$ cat src/rtl/shift_pkg.sv
// Shared definitions for the shift/rotate arbiter: operation encodings and
// default datapath sizing.
package shift_pkg;

   localparam int SHIFT_WIDTH = 16;
   localparam int SHIFT_CNT_W = 4;

   localparam logic [1:0] SHOP_ROL = 2'b00;
   localparam logic [1:0] SHOP_SLL = 2'b01;
   localparam logic [1:0] SHOP_ROR = 2'b10;
   localparam logic [1:0] SHOP_SRL = 2'b11;

   typedef struct packed {
      logic right;
      logic logical;
   } shop_dec_t;

   // Bit 1 selects direction, bit 0 selects zero fill instead of wrap.
   function automatic shop_dec_t shop_decode(input logic [1:0] op);
      shop_dec_t d;
      d.right   = op[1];
      d.logical = op[0];
      return d;
   endfunction

endpackage

$ cat src/rtl/shift_arbiter_shifter.sv
// Combinational four-operation shifter built as log2(WIDTH) mux stages,
// largest step first (8/4/2/1 for a 16-bit datapath).
module shifter
   import shift_pkg::*;
#(
   parameter int WIDTH = SHIFT_WIDTH,
   parameter int CNT_W = SHIFT_CNT_W
) (
   input  logic [WIDTH-1:0] in_i,
   input  logic [CNT_W-1:0] cnt_i,
   input  logic [1:0]       op_i,
   output logic [WIDTH-1:0] out_o
);

   shop_dec_t       dec;
   logic [WIDTH-1:0] stage_data [0:CNT_W];

   assign dec           = shop_decode(op_i);
   assign stage_data[0] = in_i;

   genvar gi;
   generate
      for (gi = 0; gi < CNT_W; gi++) begin : g_stage
         localparam int SH = 1 << (CNT_W - 1 - gi);

         logic [SH-1:0]    fill_left;
         logic [SH-1:0]    fill_right;
         logic [WIDTH-1:0] shl;
         logic [WIDTH-1:0] shr;

         // Wrapped bits for rotates, zeros for logical shifts.
         assign fill_left  = dec.logical ? '0 : stage_data[gi][WIDTH-1 -: SH];
         assign fill_right = dec.logical ? '0 : stage_data[gi][SH-1:0];
         assign shl        = {stage_data[gi][WIDTH-SH-1:0], fill_left};
         assign shr        = {fill_right, stage_data[gi][WIDTH-1:SH]};

         assign stage_data[gi+1] = cnt_i[CNT_W-1-gi] ? (dec.right ? shr : shl)
                                                     : stage_data[gi];
      end
   endgenerate

   assign out_o = stage_data[CNT_W];

endmodule

$ cat src/rtl/shift_arbiter.sv
// Two-port round-robin front end for a shared 16-bit shifter with a one-entry
// valid/ready result buffer.
module shift_arbiter
   import shift_pkg::*;
#(
   parameter int WIDTH = SHIFT_WIDTH,
   parameter int CNT_W = SHIFT_CNT_W
) (
   input  logic             clk,
   input  logic             rst,
   input  logic             req0,
   input  logic [1:0]       op0,
   input  logic [WIDTH-1:0] in0,
   input  logic [CNT_W-1:0] cnt0,
   input  logic             req1,
   input  logic [1:0]       op1,
   input  logic [WIDTH-1:0] in1,
   input  logic [CNT_W-1:0] cnt1,
   output logic             gnt0,
   output logic             gnt1,
   output logic             out_valid,
   input  logic             out_ready,
   output logic [WIDTH-1:0] out_data,
   output logic             out_id
);

   logic             out_valid_q, out_valid_d;
   logic [WIDTH-1:0] out_data_q,  out_data_d;
   logic             out_id_q,    out_id_d;
   logic             last_id_q,   last_id_d;

   logic             can_accept;
   logic             grant_any;
   logic             sel_id;
   logic [1:0]       sel_op;
   logic [WIDTH-1:0] sel_in;
   logic [CNT_W-1:0] sel_cnt;
   logic [WIDTH-1:0] shift_result;

   // Accepting while the buffer drains in the same cycle keeps throughput at one per cycle.
   assign can_accept = !out_valid_q || out_ready;

   // On a tie the requester that was not granted last wins.
   assign gnt0 = !rst && can_accept && req0 && (!req1 || last_id_q);
   assign gnt1 = !rst && can_accept && req1 && (!req0 || !last_id_q);

   assign grant_any = gnt0 || gnt1;
   assign sel_id    = gnt1;

   always_comb begin
      sel_op  = op0;
      sel_in  = in0;
      sel_cnt = cnt0;
      if (sel_id) begin
         sel_op  = op1;
         sel_in  = in1;
         sel_cnt = cnt1;
      end
   end

   shifter #(
      .WIDTH (WIDTH),
      .CNT_W (CNT_W)
   ) u_shifter (
      .in_i  (sel_in),
      .cnt_i (sel_cnt),
      .op_i  (sel_op),
      .out_o (shift_result)
   );

   always_comb begin
      out_valid_d = out_valid_q;
      out_data_d  = out_data_q;
      out_id_d    = out_id_q;
      last_id_d   = last_id_q;
      if (grant_any) begin
         out_valid_d = 1'b1;
         out_data_d  = shift_result;
         out_id_d    = sel_id;
         last_id_d   = sel_id;
      end else if (out_valid_q && out_ready) begin
         out_valid_d = 1'b0;
      end
   end

   always_ff @(posedge clk) begin
      if (rst) begin
         out_valid_q <= 1'b0;
         out_data_q  <= '0;
         out_id_q    <= 1'b0;
         last_id_q   <= 1'b1;
      end else begin
         out_valid_q <= out_valid_d;
         out_data_q  <= out_data_d;
         out_id_q    <= out_id_d;
         last_id_q   <= last_id_d;
      end
   end

   assign out_valid = out_valid_q;
   assign out_data  = out_data_q;
   assign out_id    = out_id_q;

endmodule

$ cat config.mk
export PLATFORM = sky130hd
export DESIGN_NAME = shift_arbiter
export DESIGN_NICKNAME = d
export VERILOG_FILES = /design/src/rtl/shift_pkg.sv /design/src/rtl/shift_arbiter_shifter.sv /design/src/rtl/shift_arbiter.sv
export SDC_FILE = /design/constraint.sdc
export NUM_CORES = 1
export LEC_CHECK = 0
export ABC_AREA = 1
export CORE_ASPECT_RATIO = 0.75
export CORE_MARGIN = 2
export CORE_UTILIZATION = 50
export DETAILED_ROUTE_END_ITERATION = 6
export PLACE_DENSITY = 0.8
export SLEW_MARGIN = 0
export SYNTH_ARGS = -nofsm -noshare
export SYNTH_HDL_FRONTEND = slang
export SYNTH_SLANG_ARGS = --single-unit
$ cat constraint.sdc
create_clock -name clk -period 2.45 [get_ports clk]
set_input_delay 0.6125 -clock clk [delete_from_list [all_inputs] [get_ports clk]]
set_output_delay 0.6125 -clock clk [all_outputs]
set_load 0.005 [all_outputs]
==> insert_results.sql, run 1 <==
INSERT INTO impl_metrics (metric_group, metric, value, unit) VALUES
('layout', 'drive_above_1_share', '24.6', '%'),
('sta', 'hold_viol', '0', ''),
('global_route', 'globalRoute.totalOverflow', '0', ''),
('sta', 'setup_violations', '14', ''),
('route', 'antenna_left', '0', ''),
('place', 'dpl.hpwl', '6.38', 'mm'),
('sta', 'grt_setup_unrepaired', 'yes', ''),
('layout', 'finalNetCount', '639', ''),
('yosys', 'synth.net_count', '534', ''),
('clocking', 'tritoncts.num_buffers', '3', ''),
('min_path', 'worstHoldEndpoint', 'out_id', ''),
('route', 'firstDrtPassIters', '7', ''),
('layout', 'multi_input_comb_area', '2160', 'um2'),
('sta', 'slew_at_the_pin_closest_to_its_max_slew_limit', '430', 'ps'),
('floorplanning', 'start_util', '51.7', '%'),
('worst_setup_path', 'setup.worst_path.end_class', 'register', ''),
('clocking', 'clkLatencyLatePin', '270', 'ps'),
('sta', 'relSlewSlack', '71.3', '%'),
('yosys', 'synth.distinct_cells', '25', ''),
('sta', 'post-route-min-period', '2560', 'ps'),
('min_path', 'hold-path-cell-count', '2', ''),
('place', 'gpl.final_weighted_congestion', '0.951', ''),
('floorplanning', 'core_region_area', '4870', 'um2'),
('global_route', 'first_global_vias', '3555', ''),
('sta', 'final-max-slew-violation-count', '0', ''),
('yosys', 'synth_sequential_area_ratio', '15.1', '%'),
('sta', 'layout_setup_ws', '-107', 'ps'),
('yosys', 'postSynthRegisterBits', '19', ''),
('floorplanning', 'floorplan.die.width', '86.0', 'um'),
('worst_setup_path', 'rr_endpoint', 'out_data[14]', ''),
('clocking', 'cts_hold_buffers_added', '0', ''),
('layout', 'num_antenna_cells', '0', ''),
('global_route', 'number_of_antenna_violations_at_the_first_check_in_global_routing', '0', ''),
('job', 'max-cap-violations', '0', ''),
('worst_setup_path', 'reg2reg_setup_slack', '-90', 'ps'),
('worst_setup_path', 'startpoint_of_the_lowest_slack_register_to_register_path', 'out_valid', ''),
('global_route', 'pin_count_of_the_biggest_net_entering_global_routing', '29', ''),
('global_route', 'grt_first_pass_wirelength', '16.2', 'mm'),
('worst_setup_path', 'worst_ep_required_time', '2630', 'ps'),
('clocking', 'cts.htree.levels', '1', ''),
('route', 'via_count_of_the_routed_design', '4126', ''),
('run_status', 'violations', 'design-rule violations, negative setup slack', ''),
('route', 'post_drt_wl_per_cell', '18.7', 'um'),
('yosys', 'synthesis.yosys.warnings', '0', ''),
('sta', 'achievable-frequency', '391', 'MHz'),
('run_status', 'run_status', 'finished with violations', ''),
('route', 'remaining_drc_errors', '57', ''),
('yosys', 'synth_top_cell_area_share', '29.5', '%'),
('power', 'cellLeakagePower', '2.10', 'nW'),
('route', 'detailedRoute.firstIterationViolations', '641', ''),
('clocking', 'tritoncts_clock_tree', 'built', ''),
('layout', 'ff_latch_area', '380', 'um2'),
('layout', 'flow.area_growth_from_synthesis', '62.4', '%'),
('layout', 'fillCellCount', '308', ''),
('min_path', 'worstHoldStart', 'out_id', ''),
('yosys', 'synth_area_leader_cell', 'sky130_fd_sc_hd__nand2_1', ''),
('clocking', 'clkSinkCount', '19', ''),
('layout', 'utilization', '84.0', '%'),
('yosys', 'synthCells', '485', ''),
('min_path', 'hp-class', 'register to register', ''),
('clocking', 'clk_transition_reported_paths', '80', 'ps'),
('clocking', 'maximum_clock_insertion_buffer_count', '2', ''),
('place', 'placedCellCount', '622', ''),
('global_route', 'gr-usage-all-layers', '35.5', '%'),
('sta', 'clock_skew', '2.38', 'ps'),
('worst_setup_path', 'worst-r2r-cell-count', '18', ''),
('worst_setup_path', 'arrival_time_at_the_worst_endpoint', '2740', 'ps'),
('power', 'totalPowerFinal', '0.00172', 'W'),
('power', 'vdd_drop_max', '0.311', 'mV'),
('clocking', 'ctsRootBufferMaster', 'sky130_fd_sc_hd__clkbuf_8', ''),
('worst_setup_path', 'worstSetupStartpointType', 'input pin', '');
==> placed cells by master (no fill, tap or decap) <==
master	synthesis	layout
sky130_fd_sc_hd__nand3_4	0	1
sky130_fd_sc_hd__buf_16	0	1
sky130_fd_sc_hd__dfxtp_1	19	19
sky130_fd_sc_hd__nand3_2	2	17
sky130_fd_sc_hd__o21ai_1	5	5
sky130_fd_sc_hd__nand2_8	0	5
sky130_fd_sc_hd__dlygate4sd2_1	0	1
sky130_fd_sc_hd__nand2_2	4	30
sky130_fd_sc_hd__nor2_8	1	1
sky130_fd_sc_hd__a21oi_1	22	18
sky130_fd_sc_hd__o21ai_4	2	2
sky130_fd_sc_hd__clkbuf_2	0	1
sky130_fd_sc_hd__o21ai_0	17	16
sky130_fd_sc_hd__nand2_4	2	3
sky130_fd_sc_hd__nor2_1	8	4
sky130_fd_sc_hd__buf_2	13	1
sky130_fd_sc_hd__nor2_4	0	4
sky130_fd_sc_hd__clkdlybuf4s50_1	0	60
sky130_fd_sc_hd__dlymetal6s2s_1	0	3
sky130_fd_sc_hd__buf_4	2	35
sky130_fd_sc_hd__bufbuf_16	0	1
sky130_fd_sc_hd__inv_2	5	6
sky130_fd_sc_hd__o21ai_2	1	2
sky130_fd_sc_hd__clkbuf_1	4	1
sky130_fd_sc_hd__nand2_1	198	167
sky130_fd_sc_hd__buf_8	2	2
sky130_fd_sc_hd__nand3_1	131	115
sky130_fd_sc_hd__o211ai_1	5	5
sky130_fd_sc_hd__o21bai_4	0	1
sky130_fd_sc_hd__a21oi_2	1	4
sky130_fd_sc_hd__a21oi_4	0	1
sky130_fd_sc_hd__inv_4	0	4
sky130_fd_sc_hd__nor2_2	2	2
sky130_fd_sc_hd__clkbuf_8	0	3
sky130_fd_sc_hd__buf_12	0	7
sky130_fd_sc_hd__buf_6	1	11
sky130_fd_sc_hd__inv_1	35	30
==> area by class of cell <==
class | count | share of cell area [%]
timing repair buffer | 123 | 31.1
multi-input combinational | 403 | 52.7
clock buffer | 4 | 1.10
sequential | 19 | 9.30
inverter | 40 | 3.91
tap | 60 | 1.83
==> registers in the layout, indices dropped and copies added, names as in the netlist <==
signal and cells:
out_valid 1, last_id_q 1, out_data 16, out_id 1
==> repair_timing <==
item,4_1_cts,5_1_grt
gates cloned,3,0
pin swaps,23,22
setup buffers,8,13
endpoints found under the setup margin,18,17
hold endpoints to repair,0,0
gates resized for setup,50,70
==> kinds of logic (layout without fill, tap and decap cells) <==
family	Yosys count	count (layout)	share of synthesized area (%)
compound gates	54	54	12.5
buf+inv	64	167	11.7
flops	19	19	15.1
simple gates	348	349	60.7
==> cells in the mapped netlist (all sizes together) <==
master and instances:
o21ai 25, o21bai 1, a21oi 23, nand2 204, inv 40, nor2 11
dfxtp 19, nand3 133, buf 20, o211ai 5, clkbuf 4
==> worst max-delay path: stages <==
cell and delay, ps:
sky130_fd_sc_hd__buf_6 100, sky130_fd_sc_hd__inv_4 70, sky130_fd_sc_hd__nand2_4 80, sky130_fd_sc_hd__nand2_8 110, sky130_fd_sc_hd__nor2_8 60, sky130_fd_sc_hd__buf_12 130, sky130_fd_sc_hd__buf_4 160, sky130_fd_sc_hd__nand2_1 90
sky130_fd_sc_hd__nand2_1 70, sky130_fd_sc_hd__nor2_1 140, sky130_fd_sc_hd__nand2_1 150, sky130_fd_sc_hd__nand2_1 130, sky130_fd_sc_hd__nand2_2 60, sky130_fd_sc_hd__nand3_2 100, sky130_fd_sc_hd__nand3_1 90, sky130_fd_sc_hd__nand3_2 100
sky130_fd_sc_hd__nand2_1 120, sky130_fd_sc_hd__nand2_1 90, sky130_fd_sc_hd__nand3_1 70, sky130_fd_sc_hd__a21oi_1 210
==> per-layer routing <==
metal	GRT usage, %	up-vias	wire [um]
li1	-	1806	-
met1	44.6	1816	4370
met2	60.6	380	5500
met3	7.16	124	1440
met4	12.5	0	816
met5	0	-	0
==> power breakdown <==
group | leakage [nW] | switching (W) | internal [W] | total, W
Clock | 0.0228 | 0.000120 | 0.000116 | 0.000236
Sequential | 0.157 | 0.0000232 | 0.000342 | 0.000365
Combinational | 1.92 | 0.000652 | 0.000472 | 0.00112
Total | 2.10 | 0.000795 | 0.000930 | 0.00172
==> metrics by stage <==
step / setup slack, ps / TNS [ps] / instance area (um2)
final: -107 / -554 / 4090
after global routing: -241 / -2330 / 4090
after CTS: -15.7 / -15.7 / 3810
after detailed placement: -528 / -8100 / 3450
after global placement: -465 / -7080 / 3450
after floorplan: 271 / 0 / 2520
==> how the worst max path moves through the flow <==
| stage | start | to | cells past startpoint |
|---|---|---|---|
| 6_report | out_ready | out_data[14] | 20 |
| 5_1_grt | out_ready | out_data[3] | 22 |
| 4_1_cts | out_ready | gnt0 | 6 |
| 3_5_place_dp | out_ready | out_data[1] | 17 |
| 3_3_place_gp | out_ready | out_data[1] | 17 |
| 2_1_floorplan | out_ready | out_data[7] | 12 |
Power figures use the tool's default switching activity.
==> run 2, diff against run 1 <==
--- a/config.mk
+++ b/config.mk
@@ -10,6 +10,7 @@
 export CORE_MARGIN = 2
 export CORE_UTILIZATION = 50
 export DETAILED_ROUTE_END_ITERATION = 6
+export GPL_TIMING_DRIVEN = 0
 export PLACE_DENSITY = 0.8
 export SLEW_MARGIN = 0
 export SYNTH_ARGS = -nofsm -noshare
==> constraint.sdc (replaced) <==
create_clock -name clk -period 2.45 [get_ports clk]
set_input_delay 0.6125 -clock clk [delete_from_list [all_inputs] [get_ports clk]]
set_output_delay 0.6125 -clock clk [all_outputs]
set_load 0.1 [all_outputs]
==> insert_results.sql, run 2 (synthesized netlist as in run 1, its figures left out) <==
INSERT INTO impl_metrics (metric_group, metric, value, unit) VALUES
('route', 'postRouteWirelength', '10.7', 'mm'),
('clocking', 'maximum_clock_insertion_buffer_count', '2', ''),
('layout', 'finalNetCount', '632', ''),
('floorplanning', 'rows', '22', ''),
('sta', 'fin_tns_setup', '-175', 'ps'),
('global_route', 'grt_first_pass_wirelength', '14.7', 'mm'),
('floorplanning', 'die_h', '65.5', 'um'),
('place', 'dpl.hpwl', '6.73', 'mm'),
('clocking', 'ctsRootBufferMaster', 'sky130_fd_sc_hd__clkbuf_8', ''),
('route', 'via_count_of_the_routed_design', '3976', ''),
('route', 'via_per_inst', '6.19', ''),
('sta', 'achievable-frequency', '398', 'MHz'),
('clocking', 'clkLatencyLatePin', '260', 'ps'),
('layout', 'fillCellCount', '348', ''),
('route', 'antenna_left', '0', ''),
('layout', 'drive_above_1_share', '27.5', '%'),
('place', 'placedCellCount', '613', ''),
('sta', 'slew_at_the_pin_closest_to_its_max_slew_limit', '981', 'ps'),
('min_path', 'hp-class', 'register to register', ''),
('job', 'max-cap-violations', '0', ''),
('power', 'clock_power_share', '11.8', '%'),
('layout', 'most_common_library_cell_in_the_layout_ignoring_fill_and_taps', 'sky130_fd_sc_hd__nand2_1', ''),
('global_route', 'globalRoute.totalOverflow', '0', ''),
('worst_setup_path', 'worst_ep_required_time', '2650', 'ps'),
('clocking', 'clkSinkCount', '19', ''),
('power', 'totalPowerFinal', '0.00189', 'W'),
('layout', 'utilization', '81.4', '%'),
('sta', 'layout_setup_ws', '-65.2', 'ps'),
('sta', 'relSlewSlack', '34.4', '%'),
('power', 'internal_power', '0.000888', 'W'),
('sta', 'hold_viol', '0', ''),
('power', 'vdd_drop_max', '0.339', 'mV'),
('clocking', 'cts.htree.levels', '1', ''),
('worst_setup_path', 'arrival_time_at_the_worst_endpoint', '2720', 'ps'),
('clocking', 'cts_hold_buffers_added', '0', ''),
('floorplanning', 'core_region_area', '4870', 'um2'),
('layout', 'multi_input_comb_area', '2230', 'um2'),
('layout', 'flow.area_growth_from_synthesis', '57.4', '%'),
('sta', 'final-max-slew-violation-count', '0', ''),
('sta', 'clock_skew', '8.69', 'ps'),
('floorplanning', 'floorplan.die.width', '86.0', 'um'),
('run_status', 'run_status', 'finished with violations', ''),
('global_route', 'number_of_antenna_violations_at_the_first_check_in_global_routing', '0', ''),
('power', 'p_sw', '0.00101', 'W'),
('worst_setup_path', 'setup.worst_path.end_class', 'register', ''),
('route', 'detailedRoute.firstIterationViolations', '667', ''),
('clocking', 'tritoncts.num_buffers', '3', ''),
('clocking', 'clk_transition_reported_paths', '80', 'ps'),
('route', 'post_drt_wl_per_cell', '16.7', 'um'),
('place', 'gpl.final_weighted_congestion', '1.00', ''),
('clocking', 'tritoncts_clock_tree', 'built', ''),
('sta', 'final_period_util', '103', '%'),
('sta', 'setup_violations', '6', ''),
('sta', 'post-route-min-period', '2520', 'ps'),
('floorplanning', 'start_util', '51.7', '%'),
('layout', 'largest_register_ffs', '16', ''),
('worst_setup_path', 'worstSetupStartpointType', 'input pin', ''),
('power', 'share_seq_of_total_power', '19.0', '%'),
('power', 'power.share.combinational', '69.2', '%'),
('route', 'firstDrtPassIters', '6', ''),
('layout', 'layout_common_cells', '158 x sky130_fd_sc_hd__nand2_1, 101 x sky130_fd_sc_hd__nand3_1, 62 x sky130_fd_sc_hd__clkdlybuf4s50_1, 37 x sky130_fd_sc_hd__nand2_2, 32 x sky130_fd_sc_hd__inv_1', ''),
('route', 'remaining_drc_errors', '0', ''),
('floorplanning', 'die_area', '5630', 'um2'),
('power', 'switching_part_of_the_total', '53.1', '%'),
('layout', 'num_antenna_cells', '0', ''),
('run_status', 'violations', 'negative setup slack', ''),
('floorplanning', 'io_pins', '69', ''),
('power', 'cellLeakagePower', '1.99', 'nW'),
('place', 'dp_worst_setup_slack', '-1110', 'ps'),
('worst_setup_path', 'critical_path.max_fanout', '10', ''),
('place', 'port_buffers', '68', ''),
('global_route', 'first_global_vias', '3246', ''),
('power', 'powerDensity', '478', 'nW/um2'),
('global_route', 'gr-usage-all-layers', '32.2', '%'),
('layout', 'ff_latch_area', '384', 'um2'),
('global_route', 'pin_count_of_the_biggest_net_entering_global_routing', '12', ''),
('worst_setup_path', 'criticalPathCategory', 'input pin to register', ''),
('layout', 'final_cell_count_no_fill', '642', '');
## run 2: path summary, 6_finish.rpt
path,from,to,slack (ps),cells after the start
setup / recovery,req1,out_data[0],-70,18
hold / removal,out_data[0],out_data[0],480,2
setup reg to reg,out_valid,out_data[0],90,12
hold reg to reg,out_data[0],out_data[0],480,2
## run 2: repair_timing
| action | in CTS | in global routing |
|---|---|---|
| pin swaps | 21 | 53 |
| setup endpoints to repair | 18 | 16 |
| gates cloned | 1 | 2 |
| buffers inserted | 5 | 17 |
| endpoints found under the hold margin | 0 | 0 |
| resized for setup | 53 | 94 |
## run 2: area by class of cell
cell class	count	area share (%)
multi-input cells	403	56.3
repair buffers	92	22.4
flip-flops and latches	19	9.69
plain buffers	24	4.54
inverters	40	4.01
well taps	60	1.89
clock buffers	3	1.04
clock inverters	1	0.126
## run 2: through the flow
stage	area (um2)	hold slack (ps)
final	3970	481
after detailed placement	3280	468
after global placement	3280	458
after global routing	3970	499
after CTS	3520	480
after floorplan	2530	488
## run 2: per-layer routing
metal  vias up  share of wire, %  track usage (%)
met2       346                45             51.5
met5         -                 0                0
met4         0               3.9             5.95
li1       1796                 -                -
met3        66                12             5.78
met1      1768                39             45.5
## run 2: worst max-delay path, stage by stage
cell and delay (ps):
sky130_fd_sc_hd__clkdlybuf4s15_1 250, sky130_fd_sc_hd__nand2_4 110, sky130_fd_sc_hd__inv_4 90, sky130_fd_sc_hd__nand2_4 80
sky130_fd_sc_hd__buf_8 160, sky130_fd_sc_hd__nand2_1 100, sky130_fd_sc_hd__o21ai_0 140, sky130_fd_sc_hd__nor2_1 170
sky130_fd_sc_hd__nand2_1 100, sky130_fd_sc_hd__nand2_1 90, sky130_fd_sc_hd__nand2_1 70, sky130_fd_sc_hd__nand3_2 100
sky130_fd_sc_hd__nand3_1 70, sky130_fd_sc_hd__nand3_1 90, sky130_fd_sc_hd__nand3_1 120, sky130_fd_sc_hd__nand3_1 150
sky130_fd_sc_hd__nand2_1 90, sky130_fd_sc_hd__a21oi_1 140
## run 2: power groups by stage
stage | Combinational (W) | Clock, W | Sequential, W
2_1_floorplan | 0.000545 | 0 | 0.000592
3_3_place_gp | 0.00104 | 0 | 0.000363
3_5_place_dp | 0.00105 | 0 | 0.000365
4_1_cts | 0.00111 | 0.000221 | 0.000359
5_1_grt | 0.00138 | 0.000237 | 0.000364
6_report | 0.00131 | 0.000224 | 0.000361
